`config.mk`:
```
export PLATFORM = sky130hd
export DESIGN_NAME = cordic_freq_avg
export DESIGN_NICKNAME = d
export VERILOG_FILES = /design/src/rtl/cordic_freq_avg.sv
export SDC_FILE = /design/constraint.sdc
export NUM_CORES = 1
export LEC_CHECK = 0
export ABC_CLOCK_PERIOD_IN_PS = 10700
export CAP_MARGIN = 15
export CORE_ASPECT_RATIO = 1.25
export CORE_MARGIN = 2
export CORE_UTILIZATION = 60
export CTS_CLUSTER_DIAMETER = 200
export DETAILED_ROUTE_END_ITERATION = 6
export PLACE_DENSITY_LB_ADDON = 0.25
export SLEW_MARGIN = 5
export SYNTH_ARGS = -nofsm -noshare
export SYNTH_HDL_FRONTEND = slang
export SYNTH_SLANG_ARGS = --single-unit
```
`constraint.sdc`:
```
create_clock -name clk -period 10.7 [get_ports clk]
set_input_delay 1.605 -clock clk [delete_from_list [all_inputs] [get_ports clk]]
set_output_delay 1.605 -clock clk [all_outputs]
set_load 0.005 [all_outputs]
```
`src/rtl/cordic_freq_avg.sv`:
```
// Instantaneous-frequency and magnitude averager for a rectangular-to-polar CORDIC.
// Averages the wrapped phase step and clamped magnitude over 2^log_navg samples.
module cordic_freq_avg #(
    parameter int width    = 18,
    parameter int log_navg = 4
) (
    input  logic               clk,
    input  logic               rst_n,
    input  logic               in_valid,
    input  logic [width-1:0]   mag_in,
    input  logic [width:0]     phase_in,
    input  logic               clr,
    output logic               out_valid,
    output logic [width:0]     freq_out,
    output logic [width-1:0]   mag_out,
    output logic               primed
);

    localparam int FW = width + 1 + log_navg;
    localparam int MW = width + log_navg;

    typedef enum logic {EMPTY, RUN} state_t;

    state_t                state, state_nxt;
    logic [log_navg-1:0]   count;
    logic [width:0]        p_prev;
    logic signed [FW-1:0]  facc;
    logic [MW-1:0]         macc;

    logic                  take;
    logic                  last;
    logic signed [width:0] diff;
    logic [width-1:0]      mag_clamped;
    logic signed [FW-1:0]  fsum;
    logic signed [FW-1:0]  favg;
    logic [MW-1:0]         msum;
    logic [MW-1:0]         mavg;

    assign take = in_valid && !clr;
    assign last = (state == RUN) && take && (count == '1);

    // Modular subtraction on the phase circle gives the wrapped step for free.
    assign diff        = $signed(phase_in - p_prev);
    assign mag_clamped = mag_in[width-1] ? '0 : mag_in;
    assign fsum        = facc + {{log_navg{diff[width]}}, diff};
    assign msum        = macc + {{log_navg{1'b0}}, mag_clamped};
    assign favg        = fsum >>> log_navg;
    assign mavg        = msum >> log_navg;

    always_ff @(posedge clk or negedge rst_n) begin
        if (!rst_n) state <= EMPTY;
        else        state <= state_nxt;
    end

    always_comb begin
        state_nxt = state;
        if (clr)
            state_nxt = EMPTY;
        else if (in_valid && state == EMPTY)
            state_nxt = RUN;
    end

    always_comb begin
        primed = (state == RUN);
    end

    always_ff @(posedge clk or negedge rst_n) begin
        if (!rst_n) begin
            out_valid <= 1'b0;
            freq_out  <= '0;
            mag_out   <= '0;
            count     <= '0;
            p_prev    <= '0;
            facc      <= '0;
            macc      <= '0;
        end else begin
            out_valid <= 1'b0;
            if (clr) begin
                count <= '0;
                facc  <= '0;
                macc  <= '0;
            end else if (take) begin
                p_prev <= phase_in;
                if (state == EMPTY) begin
                    // First sample only establishes the phase reference.
                    count <= '0;
                    facc  <= '0;
                    macc  <= '0;
                end else if (last) begin
                    freq_out  <= favg[width:0];
                    mag_out   <= mavg[width-1:0];
                    out_valid <= 1'b1;
                    count     <= '0;
                    facc      <= '0;
                    macc      <= '0;
                end else begin
                    facc  <= fsum;
                    macc  <= msum;
                    count <= count + 1'b1;
                end
            end
        end
    end

endmodule

```
==> impl_metrics.ini <==
[outcome]
status = complete, no violations

[logic_synthesis]
ys_seq_area_share_pct = 37.94
async_flop_share_pct = 100.0
syn_avg_cell_area_um2 = 9.143
synth_area_um2 = 7058
synthTopCellsByArea = dfrtp_1 38%, ha_1 11%, nand2_1 5.6%, xnor2_1 4.8%, o21ai_0 4.2%
synth_seq_cells = 107
yosysTopAreaCell = dfrtp_1
synth_edf_count = 0
synth_top_area_share_pct = 37.94
ys.flop_type = dfrtp_1
ys.warnings.count = 0
synthesis.nets = 876
syn_inst = 772
ys_types = 63

[floorplan]
die_w_um = 101.0
core_area_um2 = 11560
num_io_pins = 80
fp.dieH_um = 125.3
die-area_um2 = 12650
row_count = 44
initial_core_util_pct = 61.05

[power_and_ir_drop]
pwr-share-seq_pct = 36.8
powerDensity_nw_per_um2 = 143.0
p_int_uw = 764.8
p_sw_uw = 411.4
pwr-share-clk_pct = 27.9
total_leakage_power_uw = 0.004024
power.share.combinational_pct = 35.3
p_sw_share_pct = 34.98
ir_drop_uv = 95.50

[timing]
tightest_slew_ps = 933.9
drv_slew = 0
min_period_ps = 5879
slew_headroom_pct = 37.74
fmax_ghz = 0.1701
whs_ps = 472.8
worst_slack_ps = 4821
rsz0062_at_grt = no
tns_ps = 0
skew_ps = 7.270
hold_viol_final = 0
finalSetupViolations = 0
fin_crit_sh_pct = 54.95

[placed_design]
routabilityCongestion = 0.9418
dpl_worst_slack_ps = 4543
port_buffers = 79
place_area_um2 = 7911
dp_hpwl_um = 11970

[cts]
cts.repair.resized = 0
clock_path_buffers = 2
cts.clk_slew.worst_paths_ps = 70
clock-sinks = 107
cts_hold_buf = 0
root_buffer = clkbuf_16
htree_levels = 3
post_cts_buffers = 0
cts_tree = yes
clk_latency_ps = 360
cts-buffers-inserted = 9

[worst_setup_path]
cpMaxStageDelayCell = clkdlybuf4s50_1
worstPathRequired_ps = 10950
path_delay_family = compound AO/OA/AOI/OAI gates
arrival_ps = 6120
worst_setup_path_end_kind = register
critPathMaxFanout = 7
cp-start-kind = input pin
path_cells = clkdlybuf4s50_1 > inv_1 > ha_1 > inv_2 > fa_1 > a21oi_1 > nor2_1 > o31a_1 > a41oi_2 > o211ai_1 > a21o_1 > a21oi_1 > xnor2_1 > ha_1 > nor2b_1 > a41o_1 > o31ai_1 > o311ai_1 > xor2_1 > o22ai_1 > a22o_1
crit_type = input pin to register
path_buf_inv = 3
cpPeakStageDelay_ps = 420

[routing]
drtPass1Iterations = 5
initialDrtViolationCount = 349
route.vias.total = 5911
routed_wl_um = 16610
antenna_left = 0
wl_per_cell_um = 16.95
viasPerCell = 6.032
route.detailed.drc = 0

[global_routing]
overflow = 0
grt_pass1_vias = 6012
antenna_found_initial = 0
grtUsageTotal_pct = 27.11
grt_pass1_wl_um = 27680
grt_max_degree = 75

[layout]
area_delta_synth_final_pct = 16.56
drive_gt1_share_pct = 5.701
final_nets = 941
final_cell_area_um2 = 8227
antennaDiodeCount = 0
finish.utilization_pct = 71.16

[hold_path]
hold_path.class = register to register

[job]
maxCapViolCount = 0
cells by family (layout without fill, tap and decap cells):
logic type,count (synthesis),in the layout,synth area share [%]
AOI/OAI and AO/OA,239,239,22.57
and+or+nand+nor,221,221,14.41
DFF,107,107,37.94
buffers and inverters,69,139,4.006
adders and majority gates,63,63,11.49
xor gates and xnor gates,57,57,7.073
muxes,16,16,2.517
per-stage QoR:
stage / total power (uW) / instances
floorplan: 747.1 / 772
global placement: 838.0 / 963
detailed placement: 848.4 / 963
CTS: 1178 / 979
global route: 1246 / 980
finish: 1176 / 980
cell usage after synthesis, drive strengths merged (2+ instances only):
| master | count |
|---|---|
| a221o | 2 |
| and2 | 4 |
| o211ai | 4 |
| a2111oi | 2 |
| a211oi | 3 |
| a41oi | 2 |
| fa | 3 |
| or3 | 2 |
| xnor2 | 39 |
| a21boi | 3 |
| nor3 | 10 |
| nand3 | 19 |
| a22o | 28 |
| xor2 | 18 |
| inv | 40 |
| o21a | 8 |
| dfrtp | 107 |
| a221oi | 2 |
| ha | 60 |
| o31ai | 5 |
| mux2i | 2 |
| a31oi | 10 |
| o311ai | 2 |
| nand2 | 106 |
| a211o | 3 |
| clkbuf | 23 |
| o21bai | 8 |
| and2b | 2 |
| nand2b | 5 |
| buf | 6 |
| mux2 | 14 |
| or2 | 2 |
| and3 | 6 |
| a21oi | 50 |
| nand4 | 6 |
| a21o | 35 |
| nor2b | 22 |
| o21ai | 64 |
| nor2 | 33 |
layout make-up:
class	instances	area [um2]
clock inverter	5	35.03
sequential	107	2678
clock buffer	11	252.7
inverter	40	150.1
fill	887	3334
multi-input combinational	596	4100
tap	138	172.7
timing repair buffer	83	838.3
routing by layer:
metal  GRT usage (%)  routed length [um]
met1           32.53                7042
met2           48.75                8581
met3           4.807                 636
met4           8.585                 347
met5               0                   0
sequential cells by signal (all words and copies together), names as in the netlist:
signal and flops:
facc 23, macc 22, freq_out 19, p_prev 19
mag_out 18, count 4, out_valid 1, primed 1
final timing paths:
check | start | end | slack (ps) | cells after the start
hold / removal | mag_out[1]$_DFFE_PN0P_ | mag_out[1]$_DFFE_PN0P_ | 470 | 2
setup / recovery | phase_in[0] | facc[22]$_DFFE_PN0P_ | 4820 | 21
max in group asynchronous | rst_n | facc[10]$_DFFE_PN0P_ | 8220 | 2
hold reg to reg | mag_out[1]$_DFFE_PN0P_ | mag_out[1]$_DFFE_PN0P_ | 470 | 2
setup reg to reg | p_prev[1]$_DFFE_PN0P_ | facc[22]$_DFFE_PN0P_ | 6190 | 18
min in group asynchronous | rst_n | count[0]$_DFFE_PN0P_ | 1190 | 1
worst min-delay path, cell delays in order, from the launching register on:
cell and delay [ps]:
dfrtp_1 340, nand2_1 50, nand2_1 50
cells in the final DEF, fill, tap and decap left out, types with 28 or more instances in the layout:
master / count
a22o_1: 28
nor2_1: 32
a21oi_1: 50
o21ai_0: 59
inv_1: 38
xnor2_1: 39
nand2_1: 106
dfrtp_1: 107
a21o_1: 35
clkdlybuf4s50_1: 78
ha_1: 60
power groups by stage:
| stage | logic (uW) | clock network (uW) | registers, uW |
|---|---|---|---|
| after global routing | 461 | 350 | 435 |
| final | 415 | 328 | 433 |
| after global placement | 398 | 0 | 440 |
| after floorplan | 309 | 0 | 438 |
| after CTS | 411 | 334 | 433 |
| after detailed placement | 407 | 0 | 441 |
Power figures use the tool's default switching activity.
